--- src/rtl/jtframe_dump_pkg.sv ---
// Shared definitions for the frame-synchronous dump trigger blocks.
// State encoding and default widths.
package jtframe_dump_pkg;

    localparam int unsigned DT_CW = 32;
    localparam int unsigned DT_LW = 16;

    typedef enum logic [1:0] {
        DT_IDLE   = 2'd0,
        DT_ARMED  = 2'd1,
        DT_ACTIVE = 2'd2,
        DT_DONE   = 2'd3
    } dt_state_e;

endpackage

--- src/rtl/jtframe_dump_edge.sv ---
// Registers vertical sync and flags its falling edge (end of frame).
// vs_l resets low, keeping fall low during the first cycle after reset.
module jtframe_dump_edge (
    input  logic clk,
    input  logic rst_n,
    input  logic vs,
    output logic vs_l,
    output logic fall
);

    always_ff @(posedge clk or negedge rst_n) begin
        if (!rst_n) begin
            vs_l <= 1'b0;
        end else begin
            vs_l <= vs;
        end
    end

    assign fall = vs_l & ~vs;

endmodule

--- src/rtl/jtframe_dump_trig.sv ---
// Frame counter plus armable dump window: opens on a programmed frame and
// closes after a programmed number of frames (0 = until disarm/download).
module jtframe_dump_trig
    import jtframe_dump_pkg::*;
#(
    parameter int unsigned CW = DT_CW,
    parameter int unsigned LW = DT_LW
) (
    input  logic          clk,
    input  logic          rst_n,
    input  logic          vs,
    input  logic          dwn,
    input  logic          arm,
    input  logic          disarm,
    input  logic [CW-1:0] start_frame,
    input  logic [LW-1:0] len,
    output logic [CW-1:0] frame_cnt,
    output logic          dump_en,
    output logic          dump_start,
    output logic          dump_stop,
    output logic [1:0]    state
);

    dt_state_e     state_q, state_d;
    logic [CW-1:0] cnt_q, cnt_d;
    logic [CW-1:0] st_q;
    logic [LW-1:0] len_q, rem_q;
    logic          en_q, en_d;
    logic          start_q, start_d;
    logic          stop_q, stop_d;
    logic          vs_l, fall;
    logic          latch, open_win;

    jtframe_dump_edge u_edge (
        .clk   (clk),
        .rst_n (rst_n),
        .vs    (vs),
        .vs_l  (vs_l),
        .fall  (fall)
    );

    always_comb begin
        cnt_d = cnt_q;
        if (dwn) begin
            cnt_d = '0;
        end else if (fall) begin
            cnt_d = cnt_q + CW'(1);
        end
    end

    // State register
    always_ff @(posedge clk or negedge rst_n) begin
        if (!rst_n) begin
            state_q <= DT_IDLE;
        end else begin
            state_q <= state_d;
        end
    end

    // Next state: disarm beats everything, download aborts a pending/open window
    always_comb begin
        state_d = state_q;
        if (disarm) begin
            state_d = DT_IDLE;
        end else if (dwn && (state_q == DT_ARMED || state_q == DT_ACTIVE)) begin
            state_d = DT_IDLE;
        end else begin
            case (state_q)
                DT_IDLE, DT_DONE: if (arm) state_d = DT_ARMED;
                DT_ARMED:         if (fall && cnt_q == st_q) state_d = DT_ACTIVE;
                DT_ACTIVE: begin
                    if (len_q != '0 && fall && rem_q == LW'(1)) state_d = DT_DONE;
                end
                default:          state_d = DT_IDLE;
            endcase
        end
    end

    // Output next values, registered below so no input reaches an output combinationally
    always_comb begin
        en_d    = (state_d == DT_ACTIVE);
        start_d = en_d && (state_q != DT_ACTIVE);
        stop_d  = (state_q == DT_ACTIVE) && !en_d;
    end

    assign latch    = arm && !disarm && (state_q == DT_IDLE || state_q == DT_DONE);
    assign open_win = (state_q == DT_ARMED) && (state_d == DT_ACTIVE);

    always_ff @(posedge clk or negedge rst_n) begin
        if (!rst_n) begin
            cnt_q   <= '0;
            st_q    <= '0;
            len_q   <= '0;
            rem_q   <= '0;
            en_q    <= 1'b0;
            start_q <= 1'b0;
            stop_q  <= 1'b0;
        end else begin
            cnt_q   <= cnt_d;
            en_q    <= en_d;
            start_q <= start_d;
            stop_q  <= stop_d;
            if (latch) begin
                st_q  <= start_frame;
                len_q <= len;
            end
            if (open_win) begin
                rem_q <= len_q;
            end else if (state_q == DT_ACTIVE && fall && len_q != '0) begin
                rem_q <= rem_q - LW'(1);
            end
        end
    end

    assign frame_cnt  = cnt_q;
    assign dump_en    = en_q;
    assign dump_start = start_q;
    assign dump_stop  = stop_q;
    assign state      = state_q;

endmodule

--- config.mk ---
export PLATFORM = sky130hd
export DESIGN_NAME = jtframe_dump_trig
export DESIGN_NICKNAME = d
export VERILOG_FILES = /design/src/rtl/jtframe_dump_pkg.sv /design/src/rtl/jtframe_dump_edge.sv /design/src/rtl/jtframe_dump_trig.sv
export SDC_FILE = /design/constraint.sdc
export NUM_CORES = 1
export LEC_CHECK = 0
export ABC_AREA = 0
export CAP_MARGIN = 25
export CORE_MARGIN = 2
export CORE_UTILIZATION = 50
export CTS_BUF_LIST = sky130_fd_sc_hd__clkbuf_4 sky130_fd_sc_hd__clkbuf_8
export CTS_CLUSTER_SIZE = 20
export DETAILED_ROUTE_END_ITERATION = 12
export GPL_TIMING_DRIVEN = 0
export HOLD_SLACK_MARGIN = 0.03
export PLACE_DENSITY = 0.77
export SYNTH_ARGS = -nofsm -noshare
export SYNTH_HDL_FRONTEND = slang
export SYNTH_SLANG_ARGS = --single-unit
--- constraint.sdc ---
create_clock -name clk -period 5.85 [get_ports clk]
set_input_delay 1.17 -clock clk [delete_from_list [all_inputs] [get_ports clk]]
set_output_delay 1.17 -clock clk [all_outputs]
set_load 0.05 [all_outputs]
; Word-level counts from Yosys, hierarchy flattened
; Cells that the tools add are included.
[totals]
ff_bits = 102
input_bits = 54
output_inout_bits = 37
elab_cells = 50
[classes]
add_sub_neg = 2
eq_ne = 7
mux = 10
bitwise = 2
reduce_logical = 20
[op_table]
columns = op, count
row1 = $mux 32, 2
row2 = $add 32x1->32 const B, 1
row3 = $eq 32x32->1, 1
row4 = $mux 16, 2
row5 = $eq 16x1->1 const B, 1
row6 = $reduce_bool 16->1, 1
row7 = $sub 16x1->16 const B, 1
row8 = $logic_and 1x1->1, 11
row9 = $mux 2, 5
row10 = $eq 2x2->1 const B, 3
row11 = $pmux 2 s3, 1
row12 = $reduce_bool 2->1, 2
row13 = $eq 2x1->1 const B, 1
row14 = $logic_not 1->1, 2
row15 = $logic_not 2->1, 1
row16 = $logic_or 1x1->1, 2
row17 = $ne 2x2->1 const B, 1
row18 = $reduce_or 2->1, 1
row19 = $and 1x1->1, 1
row20 = $not 1->1, 1

; Logic depth before layout (Yosys ltp)
; Gate-level depths: netlist of run 1.
[logic_depth]
word_depth = 11
ltp_mapped = 10
ltp_nobuf = 8

; Modules after synthesis
; From an unflattened synthesis of run 1, not the netlist that was laid out.
[unflattened]
cells_unflattened = 430
hier_area_um2 = 4998.5
[by_module_without_submodules]
columns = mod, n_inst, cells_each, area_each_um2, seq_area_each_um2
row1 = jtframe_dump_trig, 1, 428, 4959.8, 2527.4
row2 = jtframe_dump_edge, 1, 2, 38.8, 25.0

; Worst setup path after synthesis of run 1
; Ideal clock, no wire load.
[synth_path]
kind = input to register
start = input dwn
end = register rem_q[10]
arrival_time_ps = 3008
required_ps = 5725
path_slack_ps = 2717
stages = 8
path_cell_list = clkbuf_1 -> o31ai_1 -> nand2b_1 -> or4_4 -> a311o_1 -> buf_6 -> buf_12 -> mux2_4
[synth_via]
elab_chain_len = 6
word_cells_on_any_way = 7
cone_classes = eq/ne: 1 / mux: 3 / reduce/logical: 3
[synth_lines]
columns = element, line
row1 = from (decl), jtframe_dump_trig.sv:12  ; input logic dwn,
row2 = $logic_and 1x1->1 (*), jtframe_dump_trig.sv:65  ; end else if (dwn && (state_q == DT_ARMED || state_q == DT_ACTIVE)) begin
row3 = $mux 2 (*), jtframe_dump_trig.sv:65
row4 = $mux 2 (*), jtframe_dump_trig.sv:63  ; if (disarm) begin
row5 = $eq 2x2->1 (*), jtframe_dump_trig.sv:87  ; assign open_win = (state_q == DT_ARMED) && (state_d == DT_ACTIVE);
row6 = $logic_and 1x1->1 (*), jtframe_dump_trig.sv:87
row7 = $mux 16 or $reduce_bool 2->1 (tied branches), -
row8 = to (signal assigned), jtframe_dump_trig.sv:108  ; rem_q <= len_q;
row9 = to (signal assigned), jtframe_dump_trig.sv:110  ; rem_q <= rem_q - LW'(1);
row10 = to (decl), jtframe_dump_trig.sv:27  ; logic [LW-1:0] len_q, rem_q;
; Every way passes the cells marked *; elsewhere a longest branch is shown, timed or not.
; A chain may end at the register's enable or synchronous reset.

; Worst setup path in the final report of run 1
[layout_path]
start = input vs
end = register rem_q[14]
[layout_via]
elab_chain_len = 11
word_cells_on_any_way = 16
cone_classes = eq/ne: 1 / mux: 6 / bitwise: 2 / reduce/logical: 7
[layout_lines]
columns = element, line
row1 = from (decl), jtframe_dump_trig.sv:11  ; input logic vs,
row2 = $not 1->1 (*), jtframe_dump_edge.sv:19  ; assign fall = vs_l & ~vs;
row3 = $and 1x1->1 (*), jtframe_dump_edge.sv:19
row4 = $logic_and 1x1->1 (2 in series), jtframe_dump_trig.sv:72  ; if (len_q != '0 && fall && rem_q == LW'(1)) state_d = DT_DONE;
row5 = $mux 2, jtframe_dump_trig.sv:72
row6 = $pmux 2 s3, jtframe_dump_trig.sv:68  ; case (state_q)
row7 = $mux 2, jtframe_dump_trig.sv:65
row8 = $mux 2, jtframe_dump_trig.sv:63
row9 = $eq 2x2->1, jtframe_dump_trig.sv:87
row10 = $logic_and 1x1->1, jtframe_dump_trig.sv:87
row11 = $mux 16 or $reduce_bool 2->1 (tied branches), -
; Marked as above.

==> results.txt, run 1 <==
DR vias - 3,720
WP data arrival - 3640 ps
Max Cap Viol - 0
Num rows - 36
Die Area - 10,900 um2
Post-CTS sizing - 0
Sequential cell area fraction in the yosys report - 0.506
Post-CTS setup buffers - 0
Worst skew pair latency - 370 ps
H-tree depth - 3
CP Capture Point - rem_q[14]$_DFFE_PN0P_
Max Freq - 296 MHz
Flop-to-flop setup slack - 2750 ps
Setup WS pre-CTS - 2080 ps
HPWL Detailed - 8410 um
Ant diodes - 0
Fin Setup TNS - 0 ps
Mapped Nets - 493
Period utilisation layout - 0.577
Slew @ Worst Pin - 729 ps
Minimum clock period - 3380 ps
Vias/cell - 5.53
Leakage - 0.00283 uW
Antenna-violating nets left - 0
Synth unique cells - 40
Capturing point of the worst reg2reg path - rem_q[14]$_DFFE_PN0P_
CP startpoint - vs
# setup viols final - 0
Drt first pass iters - 4
Synth Register Bits - 102
Largest net degree at the start of global routing - 54
Worst-case clock buffer depth - 2
Worst min-delay path class - reg -> reg
WS Path Type - in -> reg
Routed wire per std cell - 17.1 um
Layout area overhead - 25.6%
Starting Density - 0.516
Max FO, Critical Path - 10
Number of antenna violations at the first check in global routing - 0
Final core utilization - 0.648
Routability cong. - 0.789
Number of global-route vias before repair - 3,913
P per Cell Area - 241 nW/um2
Root Buffer Master - clkbuf_8
Die Wd - 104 um
All-Layer GR Usage - 0.223
CTS buffer count - 9
First-pass GRT wire length - 19,100 um
Top FF cell, synth - dfrtp_1
Post-CTS Hold Fix Bufs - 0
Post-Syn Area per Cell - 11.6 um2
Placed cell count - 657
Ratio of cells with drive above 1 in the final layout - 0.169
Non-filler instance count after layout - 673
Worst path depth - 9
Core region area - 9770 um2
CTS tree - done
Nets - 594
Async set-or-reset flop fraction in the synthesized netlist - 1.00
Post-Synthesis Cells - 434
Relative slew slack - 0.514
Reg2Reg Depth - 8
Cells along the critical path - clkdlybuf4s50_1, nand2b_1, nor2_1, nand4_1, or4_4, a311o_1, buf_6, buf_12, mux2_4
CP max stage cell - or4_4
IR drop worst, VDD - 0.000152 V
Synth warn - 0
Status - finished, final reports clean
Die Ht - 104 um
I/O pin count - 91
Initial DRC Count - 157
Global route overflow - 0
Crit start category - input pin
Post-Route Skew - 8.07 ps
Max incr delay on CP - 540 ps
Sink Count - 102
DR DRC count - 0
Top delay family on crit path - simple AND/OR/NAND/NOR gates
Final WL - 11,500 um
Setup crit end kind - register
Setup ws final - 2470 ps
Pins Over Slew Limit - 0
Clock Pin Slew Worst Setup and Hold Paths - 90 ps
Crit path buf inv count - 3
Fin. Hold Viols - 0
Post-synth EDFFs - 0
Req. time, crit path - 6110 ps
PortBufs - 89
R2r startpoint - frame_cnt[19]$_DFFE_PN0P_
RSZ-0062 raised after global routing - no
Mapped cell area - 5040 um2
synth_stat cells (8+ instances only):
library cell  number  area share
dfrtp_1          102        0.51
nor4_1            16       0.020
nand3_1           10      0.0099
clkbuf_1          11      0.0082
mux2_2            54        0.12
nor2_1            40       0.030
nand2_1           15       0.011
xnor2_1           15       0.026
mux2_4            10       0.030
inv_1             10      0.0074
xor2_1            57       0.099
nor3_1            16       0.016
nand4_1           11       0.014
a21oi_1            8      0.0079
registers in the layout (all words and copies together) (netlist names):
register,count
u_edge.vs_l,1
dump_start,1
frame_cnt,32
len_q,16
rem_q,16
dump_stop,1
state,2
st_q,32
dump_en,1
metrics by stage:
stage / area (um2) / hold WS (ps) / power, uW
after floorplan: 5040 / 498 / 972
after global placement: 6100 / 508 / 1060
after detailed placement: 6120 / 516 / 1070
after CTS: 6330 / 537 / 1540
after global routing: 6330 / 547 / 1600
final: 6330 / 534 / 1520
kinds of logic (layout without fill, tap and decap cells):
logic type | Yosys count | in the layout | share of synthesized area
xor+xnor | 73 | 73 | 0.128
compound gates | 22 | 22 | 0.0273
simple gates | 141 | 141 | 0.148
buf+inv | 26 | 132 | 0.0256
fa+ha+maj | 5 | 5 | 0.0124
flops | 102 | 102 | 0.506
mux | 65 | 65 | 0.152
routing by layer:
metal	GRT usage	part of all wire	vias up	routed length, um
li1	-	-	1717	-
met1	0.265	0.41	1886	4700
met2	0.389	0.53	96	6050
met3	0.0558	0.045	21	513
met4	0.0869	0.021	0	242
met5	0	0	-	0
report_power, final:
part	internal, uW	leakage, uW	switching, uW	total, uW
clock	230	0.000106	236	466
sequential	780	0.00131	57.7	837
combinational	127	0.00142	92.4	220
layout by cell type (no fill, tap or decap), types with 2 or more instances in the layout:
cell,instances
nor4_1,16
clkbuf_4,2
nor3_1,16
mux2_2,54
buf_6,2
and3_1,6
clkdlybuf4s50_1,88
nor2_1,40
clkbuf_1,11
o21ai_0,6
dfrtp_1,102
a31oi_1,2
xor2_1,57
inv_1,10
buf_1,2
clkbuf_8,11
or4_1,2
mux2_4,10
and4_1,5
ha_1,5
xnor2_1,15
nand2_1,15
nand4_1,11
nor2b_1,4
nand3b_1,3
nand3_1,10
or3_1,6
nand2b_1,2
a21oi_1,8
layout make-up:
type / instances / area, um2
multi-input cells: 306 / 2360
fillers: 785 / 3440
repair buffers: 90 / 916
inverters: 10 / 37.5
clock inverters: 3 / 42.5
plain buffers: 16 / 91.3
well taps: 133 / 166
flip-flops and latches: 102 / 2550
clock buffers: 13 / 166
worst min path at each step:
stage | cells after the start | end | slack [ps] | start
floorplan | 1 | rem_q[0]$_DFFE_PN0P_ | 500 | len_q[0]$_DFFE_PN0P_
global placement | 1 | st_q[21]$_DFFE_PN0P_ | 510 | st_q[21]$_DFFE_PN0P_
detailed placement | 1 | st_q[21]$_DFFE_PN0P_ | 520 | st_q[21]$_DFFE_PN0P_
CTS | 1 | st_q[6]$_DFFE_PN0P_ | 540 | st_q[6]$_DFFE_PN0P_
global route | 1 | st_q[6]$_DFFE_PN0P_ | 550 | st_q[6]$_DFFE_PN0P_
finish | 1 | st_q[9]$_DFFE_PN0P_ | 530 | st_q[9]$_DFFE_PN0P_
No activity file was read; power rests on OpenSTA's default activity.
==> inputs of run 2 (changes only) <==
- CORE_UTILIZATION: 50 -> 49
- PLACE_DENSITY: 0.77 -> 0.78
- clock period: 5.85 -> 2.71 ns (I/O delays scaled with it)
==> run 2 against run 1 <==
  * The run now ends with negative setup slack left
  * Largest cell class unchanged
  * Count of clock-buffer cells in the layout shrank 3
  * Highest routed layer unchanged
  * Sequential cell count did not move
  * Global-route usage decreased by 0.77 points
  * Combinational power grew 130%
  * Total power grew 110%
  * Routed wire length fell by 0.84%
  * Worst setup slack got worse by 2500 ps
==> results.txt, run 2 (synthesis results as in run 1) <==
Ant diodes - 0 (unchanged)
Final WL - 11,400 um (-0.84%)
Leakage - 0.00286 uW (+0.86%)
Setup crit end kind - register
PortBufs - 89 (unchanged)
Setup ws final - -4.21 ps (-2480 ps)
P per Cell Area - 494 nW/um2 (+110%)
Failing checks - negative setup slack
CTS tree - done
Die Area - 11,100 um2 (+2.0%)
R2r startpoint - state[1]$_DFF_PN0_
Die Wd - 105 um (+0.98%)
I/O pin count - 91 (unchanged)
# setup viols final - 2 (+2)
DR vias - 3,685 (-0.94%)
Final Instance Area - 6520 um2 (+3.0%)
Slew @ Worst Pin - 679 ps (-50.5 ps)
IR drop worst, VDD - 0.000269 V (+77%)
Fin. Hold Viols - 0 (unchanged)
Initial DRC Count - 150 (-4.5%)
Layout area overhead - 29.4%
Routability cong. - 0.789 (about the same)
Commonest non-fill, non-tap cell in the layout - clkdlybuf4s50_1
Crit start category - register
Largest net degree at the start of global routing - 70 (+30%)
Number of global-route vias before repair - 3,830 (-2.1%)
First-pass GRT wire length - 18,600 um (-2.9%)
Ratio of cells with drive above 1 in the final layout - 0.252 (+0.0833)
RSZ-0062 raised after global routing - yes
Max Freq - 368 MHz
Global route overflow - 0 (unchanged)
Number of antenna violations at the first check in global routing - 0 (unchanged)
WP data arrival - 2970 ps (-670 ps)
Req. time, crit path - 2970 ps (-3140 ps)
CTS buffer count - 9 (unchanged)
Antenna-violating nets left - 0 (unchanged)
Met3 Use GR - 0.0544 (-0.00134)
HPWL Detailed - 8220 um (-2.2%)
Tot Pwr - 3220 uW (+110%)
Placed cell areas - 6170 um2 (+0.72%)
Minimum clock period - 2710 ps
Nets - 610 (+2.7%)
Sink Count - 102 (unchanged)
Reg2Reg Depth - 9 (+1)
Commonest cells after routing, fill and taps aside - clkdlybuf4s50_1, dfrtp_1, xor2_1, mux2_2, nor2_1
H-tree depth - 3 (unchanged)
Period utilisation layout - 1.00
All-Layer GR Usage - 0.216 (-0.00771)
Post-Route Skew - 12.8 ps (+4.71 ps)
Pins Over Slew Limit - 0 (unchanged)
Starting Density - 0.497 (-0.0185)
Worst min-delay path class - in -> async
Fin Setup TNS - -5.47 ps (-5.47 ps)
Num rows - 37 (+2.8%)
Clock Pin Slew Worst Setup and Hold Paths - 100 ps (about the same)
Worst skew pair latency - 380 ps (about the same)
Routed wire per std cell - 16.5 um (-3.6%)
DR DRC count - 0 (unchanged)
Max Cap Viol - 0 (unchanged)
Max FO, Critical Path - 10 (unchanged)
Met2 usage in global routing - 0.369 (-0.0202)
Drt first pass iters - 4 (unchanged)
Status - complete, but fails checks
Flop-to-flop setup slack - -4 ps (-2750 ps)
Met1 Use GR - 0.261 (-0.00305)
Die Ht - 105 um (+0.98%)
Relative slew slack - 0.547 (+0.0336)
Worst-case clock buffer depth - 2 (unchanged)
Root Buffer Master - clkbuf_8
Worst hold margin - 107 ps (-427 ps)
Vias/cell - 5.33 (-3.7%)
Capturing point of the worst reg2reg path - rem_q[13]$_DFFE_PN0P_
Core region area - 10,100 um2 (+3.7%)
WS Path Type - reg -> reg
Most Crowded Layer GR - met2
==> run 2: cell count changes in the layout (fill, tap and decap cells not counted), moves of 2 or more <==
cell | previous run | this run
dfrtp_1 | 102 | 78
clkbuf_4 | 2 | 0
dfrtp_2 | 0 | 24
nor4_1 | 16 | 12
clkinvlp_4 | 1 | 4
buf_4 | 1 | 17
nor4_2 | 1 | 4
==> run 2: worst max path at each step <==
stage               depth (start not counted)                   endpoint  slack [ps]                      start
global route                                8      rem_q[14]$_DFFE_PN0P_         -50  frame_cnt[15]$_DFFE_PN0P_
finish                                      9      rem_q[13]$_DFFE_PN0P_          -4         state[1]$_DFF_PN0_
global placement                            1  frame_cnt[27]$_DFFE_PN0P_       -3110                      rst_n
CTS                                         8      rem_q[13]$_DFFE_PN0P_           7   frame_cnt[5]$_DFFE_PN0P_
detailed placement                          9      rem_q[13]$_DFFE_PN0P_        -380                         vs
floorplan                                   8      rem_q[10]$_DFFE_PN0P_          20  frame_cnt[31]$_DFFE_PN0P_
==> run 2: timing repair <==
| item | in CTS | in global routing |
|---|---|---|
| setup buffers | 7 | 9 |
| hold buffers | 0 | 0 |
| hold endpoints to repair | 0 | 0 |
| resized for setup | 8 | 3 |
| setup endpoints to repair | 16 | 16 |
| pin swaps | 6 | 7 |
==> run 2: worst max-delay path, cell delays in order (launching register included) <==
cell and delay [ps]:
dfrtp_2 470, ha_4 320, nand3b_1 110, o21ai_1 100, nand3b_1 100, or4_4 540, a311o_1 380, buf_6 140
buf_12 140, mux2_4 290
==> run 2: area by class of cell <==
| type | count | area [um2] |
|---|---|---|
| clock buffer | 10 | 138 |
| buffer | 16 | 91.3 |
| tap | 136 | 170 |
| clock inverter | 6 | 46.3 |
| fill | 759 | 3610 |
| inverter | 10 | 37.5 |
| sequential | 102 | 2580 |
| timing repair buffer | 106 | 1040 |
| multi-input combinational | 306 | 2420 |
==> run 2: power by group <==
group          internal, uW  total, uW  switching, uW
combinational           286        501            215
sequential             1680       1810            122
clock                   364        914            550
==> run 2: routing by layer <==
layer,wire (um),share of wire
met1,4830,0.42
met5,0,0
met3,599,0.053
met4,237,0.021
met2,5730,0.50
==> run 2: stage by stage <==
step | util | cells | setup slack, ps
2_1_floorplan | - | 434 | 16.4
3_3_place_gp | 0.606 | 659 | -3110
3_5_place_dp | 0.608 | 660 | -384
4_1_cts | 0.636 | 683 | 7.48
5_1_grt | 0.643 | 692 | -48.5
6_report | 0.643 | 692 | -4.21
==> inputs of run 3 (changes only) <==
- CORE_ASPECT_RATIO: not set -> 0.6
- SKIP_CTS_REPAIR_TIMING: not set -> 1
==> run 3 against run 2 <==
  * The flow still finishes with violations (negative setup slack)
  * Routed wire length rose by 7.4%
  * Sequential share of layout area about the same
  * First-iteration DRC count grew 75%
  * Via count increased by 0.87%
  * Combinational power rose by 4.2%
  * Critical path depth decreased by 1
  * Fmax decreased by 2.1%
  * Non-clock buffer count fell by 4
  * Register-to-register slack worse by 60 ps
  * Cell count shrank 0.72%
  * Critical endpoint is now rem_q[11]$_DFFE_PN0P_
==> results.txt, run 3 (synthesis results as in run 1) <==
RSZ-0062 raised after global routing - yes
CP startpoint - st_q[13]$_DFFE_PN0P_
Initial DRC Count - 262 (+75%)
Reg2Reg Depth - 8 (-1)
Starting Density - 0.507 (+0.00944)
Status - complete, but fails checks
Antenna-violating nets left - 0 (unchanged)
Crit path buf inv count - 2 (unchanged)
Req. time, crit path - 2980 ps (about the same)
Final Instance Area - 6520 um2 (about the same)
Setup crit end kind - register
Register area - 2580 um2 (about the same)
H-tree depth - 3 (unchanged)
Die Area - 11,100 um2 (+0.24%)
Die Ht - 82.6 um (-22%)
Multi-input gate area - 2450 um2 (+1.2%)
Leakage - 0.00286 uW (about the same)
Period utilisation layout - 1.02 (+0.0216)
Capturing point of the worst reg2reg path - rem_q[11]$_DFFE_PN0P_
Nets - 606 (-0.66%)
HPWL Detailed - 9030 um (+9.9%)
Met3 Use GR - 0.0501 (-0.00436)
IR drop worst, VDD - 0.000270 V (+0.61%)
First-pass GRT wire length - 18,600 um (about the same)
Layout area overhead - 29.3% (about the same)
WP data arrival - 3050 ps (+80 ps)
# setup viols final - 13 (+11)
Max Freq - 361 MHz (-2.1%)
Drt first pass iters - 4 (unchanged)
Worst-case clock buffer depth - 2 (unchanged)
Tot Pwr - 3260 uW (+1.2%)
Failing checks - negative setup slack
WS Path Type - reg -> reg
Setup ws final - -62.7 ps (-58.5 ps)
Flop-to-flop setup slack - -60 ps (-60 ps)
Met1 Use GR - 0.351 (+0.0892)
Routability cong. - 0.831 (+5.3%)
DR vias - 3,717 (+0.87%)
Ant diodes - 0 (unchanged)
Commonest non-fill, non-tap cell in the layout - clkdlybuf4s50_1
Fillers - 807 (+6.3%)
Sink Count - 102 (unchanged)
CTS buffer count - 9 (unchanged)
R2r startpoint - st_q[13]$_DFFE_PN0P_
Commonest cells after routing, fill and taps aside - clkdlybuf4s50_1, dfrtp_1, xor2_1, mux2_2, nor2_1
Fin Setup TNS - -648 ps (-643 ps)
Final WL - 12,200 um (+7.4%)
CP max stage cell - or4_4
Crit start category - register
Largest net degree at the start of global routing - 61 (-13%)
Number of antenna violations at the first check in global routing - 0 (unchanged)
Max FO, Critical Path - 10 (unchanged)
Setup WS pre-CTS - -485 ps (-101 ps)
Die Wd - 135 um (+28%)
Placed cell areas - 6170 um2 (about the same)
Post-Route Skew - 15.0 ps (+2.21 ps)
Vias/cell - 5.41 (+1.6%)
Met2 usage in global routing - 0.310 (-0.0595)
DR DRC count - 0 (unchanged)
PortBufs - 89 (unchanged)
Fin. Hold Viols - 0 (unchanged)
Core region area - 9950 um2 (-1.9%)
Number of global-route vias before repair - 3,494 (-8.8%)
CTS tree - done
I/O pin count - 91 (unchanged)
Pins Over Slew Limit - 0 (unchanged)
Minimum clock period - 2770 ps (+58.5 ps)
Worst skew pair latency - 390 ps (about the same)
Top delay family on crit path - simple AND/OR/NAND/NOR gates
Cells along the critical path - xor2_2, nor4_4, nand4_1, or4_4, a311o_1, buf_6, buf_12, mux2_4
Routed wire per std cell - 17.8 um (+8.2%)
Most Crowded Layer GR - met1
Worst min-delay path class - in -> async
P per Cell Area - 500 nW/um2 (+1.3%)
Global route overflow - 0 (unchanged)
Num rows - 28 (-24%)
All-Layer GR Usage - 0.224 (+0.00782)
Max incr delay on CP - 540 ps (about the same)
Ratio of cells with drive above 1 in the final layout - 0.254 (+0.00182)
Slew @ Worst Pin - 690 ps (+10.7 ps)
Max Cap Viol - 0 (unchanged)
Clock Pin Slew Worst Setup and Hold Paths - 110 ps (about the same)
Relative slew slack - 0.540 (-0.00711)
Root Buffer Master - clkbuf_8
==> run 3: cell types whose count changed in the layout (fill, tap and decap cells not counted), moves of 3 or more <==
cell,change
buf_4,-4
nor4_2,+4
nor4_1,-4
clkinvlp_4,-3
==> run 3: power breakdown <==
group	switching (uW)	total (uW)	internal (uW)	leakage, uW
Sequential	138	1820	1680	0.00127
Clock	567	916	348	0.0000934
Combinational	235	522	287	0.00150
Total	940	3260	2320	0.00286
==> run 3: worst max path at each step <==
stage	slack, ps	to	cells after the start
finish	-60	rem_q[11]$_DFFE_PN0P_	8
global route	-140	rem_q[6]$_DFFE_PN0P_	8
CTS	-290	rem_q[11]$_DFFE_PN0P_	8
detailed placement	-490	rem_q[11]$_DFFE_PN0P_	9
global placement	-3080	frame_cnt[8]$_DFFE_PN0P_	1
floorplan	20	rem_q[10]$_DFFE_PN0P_	8
==> run 3: stage by stage <==
| step | cells | util | hold slack (ps) |
|---|---|---|---|
| floorplan | 434 | - | 246 |
| global placement | 658 | 0.617 | 509 |
| detailed placement | 659 | 0.620 | 515 |
| CTS | 675 | 0.638 | 165 |
| global route | 687 | 0.655 | 179 |
| finish | 687 | 0.655 | 151 |
==> run 3: area by class of cell <==
type	instances	share of cell area
clock inverters	7	0.00883
multi-input cells	306	0.376
clock buffers	9	0.0190
well taps	135	0.0259
plain buffers	16	0.0140
repair buffers	102	0.154
flip-flops and latches	102	0.396
inverters	10	0.00576
==> run 3: per-layer routing <==
layer / part of all wire / vias up
li1: - / 1739
met1: 0.50 / 1827
met2: 0.41 / 133
met3: 0.071 / 18
met5: 0 / -
met4: 0.013 / 0
==> variant (config.mk and constraints of run 2) <==
Make the reset (`rst_n`) synchronous in 3 clocked blocks.
--- a/src/rtl/jtframe_dump_edge.sv
+++ b/src/rtl/jtframe_dump_edge.sv
@@ -10,3 +10,3 @@
 
-    always_ff @(posedge clk or negedge rst_n) begin
+    always_ff @(posedge clk) begin
         if (!rst_n) begin
--- a/src/rtl/jtframe_dump_trig.sv
+++ b/src/rtl/jtframe_dump_trig.sv
@@ -51,3 +51,3 @@
     // State register
-    always_ff @(posedge clk or negedge rst_n) begin
+    always_ff @(posedge clk) begin
         if (!rst_n) begin
@@ -88,3 +88,3 @@
 
-    always_ff @(posedge clk or negedge rst_n) begin
+    always_ff @(posedge clk) begin
         if (!rst_n) begin
Function: differs if rst_n is asserted again (counterexample within 4 cycles, from zero or initial values and one cycle with rst_n low); with rst_n held inactive, the same outputs for 10 cycles.
==> variant against run 2 <==
- design area is 7.5% lower
- non-clock buffer count is 6 lower
- power is 9.1% lower
- sequential cell count stayed put
- routed wire length is 7.5% higher
- area after synthesis is 6.4% lower
- worst setup slack better by 150 ps
- sequential share of layout area is 5.8 points lower
- critical endpoint is now dump_en
- highest routed layer unchanged
==> variant: results (changes against run 2) <==
Parameter                              Value

Critical path
  R2R setup slack    140 ps (+150 ps)
  Critical path fanouts, max    8 (-2)
  Register-to-Register Path Depth    8 (-1)
  Reg-to-reg endpoint    dump_en

STA
  Worst slew pin tran    658 ps (-21.2 ps)

Yosys
  Async set-or-reset flop fraction in the synthesized netlist    0% (-100 points)
  Most common cell in the netlist    sky130_fd_sc_hd__nand2_1
  Ranking of synthesized cells by instance count    sky130_fd_sc_hd__nand2_1 (116), sky130_fd_sc_hd__dfxtp_1 (102), sky130_fd_sc_hd__xnor2_1 (43), sky130_fd_sc_hd__nor2_1 (42), sky130_fd_sc_hd__a21oi_1 (40)
  Number of standard cells after synthesis    558 (+29%)
  Number of distinct library cells after synthesis    45 (+13%)
  Cells taking the most area after synthesis    sky130_fd_sc_hd__dfxtp_1 (43%), sky130_fd_sc_hd__nand2_1 (9.2%), sky130_fd_sc_hd__xnor2_1 (8.0%)

Finish
  Final-layout fill cell count    815 (+7.4%)
  Count of placed standard cells in the final layout, fillers left out    791 (+14%)
  Multi-input gate area in the final layout    2580 um2 (+6.4%)

Power and ir drop
  Leakage power total    2.07 nW (-28%)
  Power, Total    0.00293 W (-9.1%)
  Largest vdd supply drop    0.274 mV (+1.9%)
  Power in sequential cells    0.00157 W (-13%)

Global routing
  Via count of the first global-routing pass    4179 (+9.1%)
  First-pass GRT wire length    19900 um (+7.0%)
  Global Route Usage Sum    24.3% (+2.7 points)

Status
  Run status    completed

Placement
  Standard cell area after detailed placement    5780 um2 (-6.2%)
  Final Wtd Congestion    0.897 (+14%)
  Placed wire-length estimate    9260 um (+13%)

Drt
  Total via count in the routed design    4319 (+17%)
  Count of TritonRoute iterations in the first routing pass    5 (+1)
  Post-Route WL    12300 um (+7.5%)

Worst hold path
  Hold crit path type    flop to flop
==> variant: cell types whose count changed in the layout (fill, tap and decap cells not counted), sizes merged, moves of 11 or more <==
cell / before / now
a211oi: 0 / 13
a21boi: 0 / 18
a21oi: 8 / 40
buf: 23 / 4
clkbuf: 21 / 32
dfrtp: 102 / 0
dfxtp: 0 / 102
mux2: 64 / 0
nand2: 15 / 116
xnor2: 15 / 43
xor2: 58 / 31
==> variant: cell type report <==
class | instances | area share (%)
multi-input cells | 421 | 42.7
flip-flops and latches | 102 | 33.8
repair buffers | 90 | 14.9
well taps | 129 | 2.67
clock buffers | 10 | 2.28
plain buffers | 26 | 1.93
clock inverters | 6 | 1.26
inverters | 7 | 0.435
==> variant: repair_timing <==
action                     4_1_cts  5_1_grt
hold buffers                     0        0
setup buffers                    0        0
gates resized for setup          2        8
setup endpoints to repair       12       46
==> variant: how the worst min path moves through the flow <==
stage / startpoint / end / slack (ps)
floorplan: st_q[27] / st_q[27] / 450
global placement: st_q[26] / st_q[26] / 460
detailed placement: st_q[26] / st_q[26] / 460
CTS: st_q[26] / st_q[26] / 470
global route: st_q[19] / st_q[19] / 500
finish: st_q[26] / st_q[26] / 470
==> variant: critical path, cell delays in order, from the launching register on <==
cell,delay (ps)
sky130_fd_sc_hd__dfxtp_1,360
sky130_fd_sc_hd__clkbuf_1,270
sky130_fd_sc_hd__xnor2_1,200
sky130_fd_sc_hd__nand4_1,160
sky130_fd_sc_hd__nor3_1,280
sky130_fd_sc_hd__a31oi_1,180
sky130_fd_sc_hd__o21a_4,280
sky130_fd_sc_hd__a2111oi_2,500
sky130_fd_sc_hd__o311a_1,270
==> variant: per-layer routing <==
layer | track usage (%) | vias up | share of wire [%]
met5 | 0 | - | 0
met4 | 9.64 | 0 | 2.8
met3 | 3.35 | 27 | 6.4
met2 | 39.9 | 156 | 47
met1 | 32.4 | 2045 | 44
li1 | - | 2091 | -
==> variant: logic make-up after synthesis <==
kind of cell / after synthesis / synth area share, %
and+or+nand+nor: 253 / 25.3
DFF: 102 / 43.3
AOI/OAI and AO/OA: 88 / 13.1
xor gates and xnor gates: 74 / 13.7
buffers and inverters: 35 / 3.15
adders and majority gates: 5 / 1.33
muxes: 1 / 0.212
==> variant: stage by stage <==
step | setup slack (ps) | hold slack [ps] | setup TNS (ps) | utilization, %
finish | 142 | 471 | 0 | 65.0
global route | -63.3 | 497 | -281 | 65.0
CTS | 2.58 | 473 | 0 | 64.7
detailed placement | -392 | 459 | -4210 | 62.3
global placement | -364 | 455 | -3450 | 62.3
floorplan | 59.4 | 448 | 0 | -
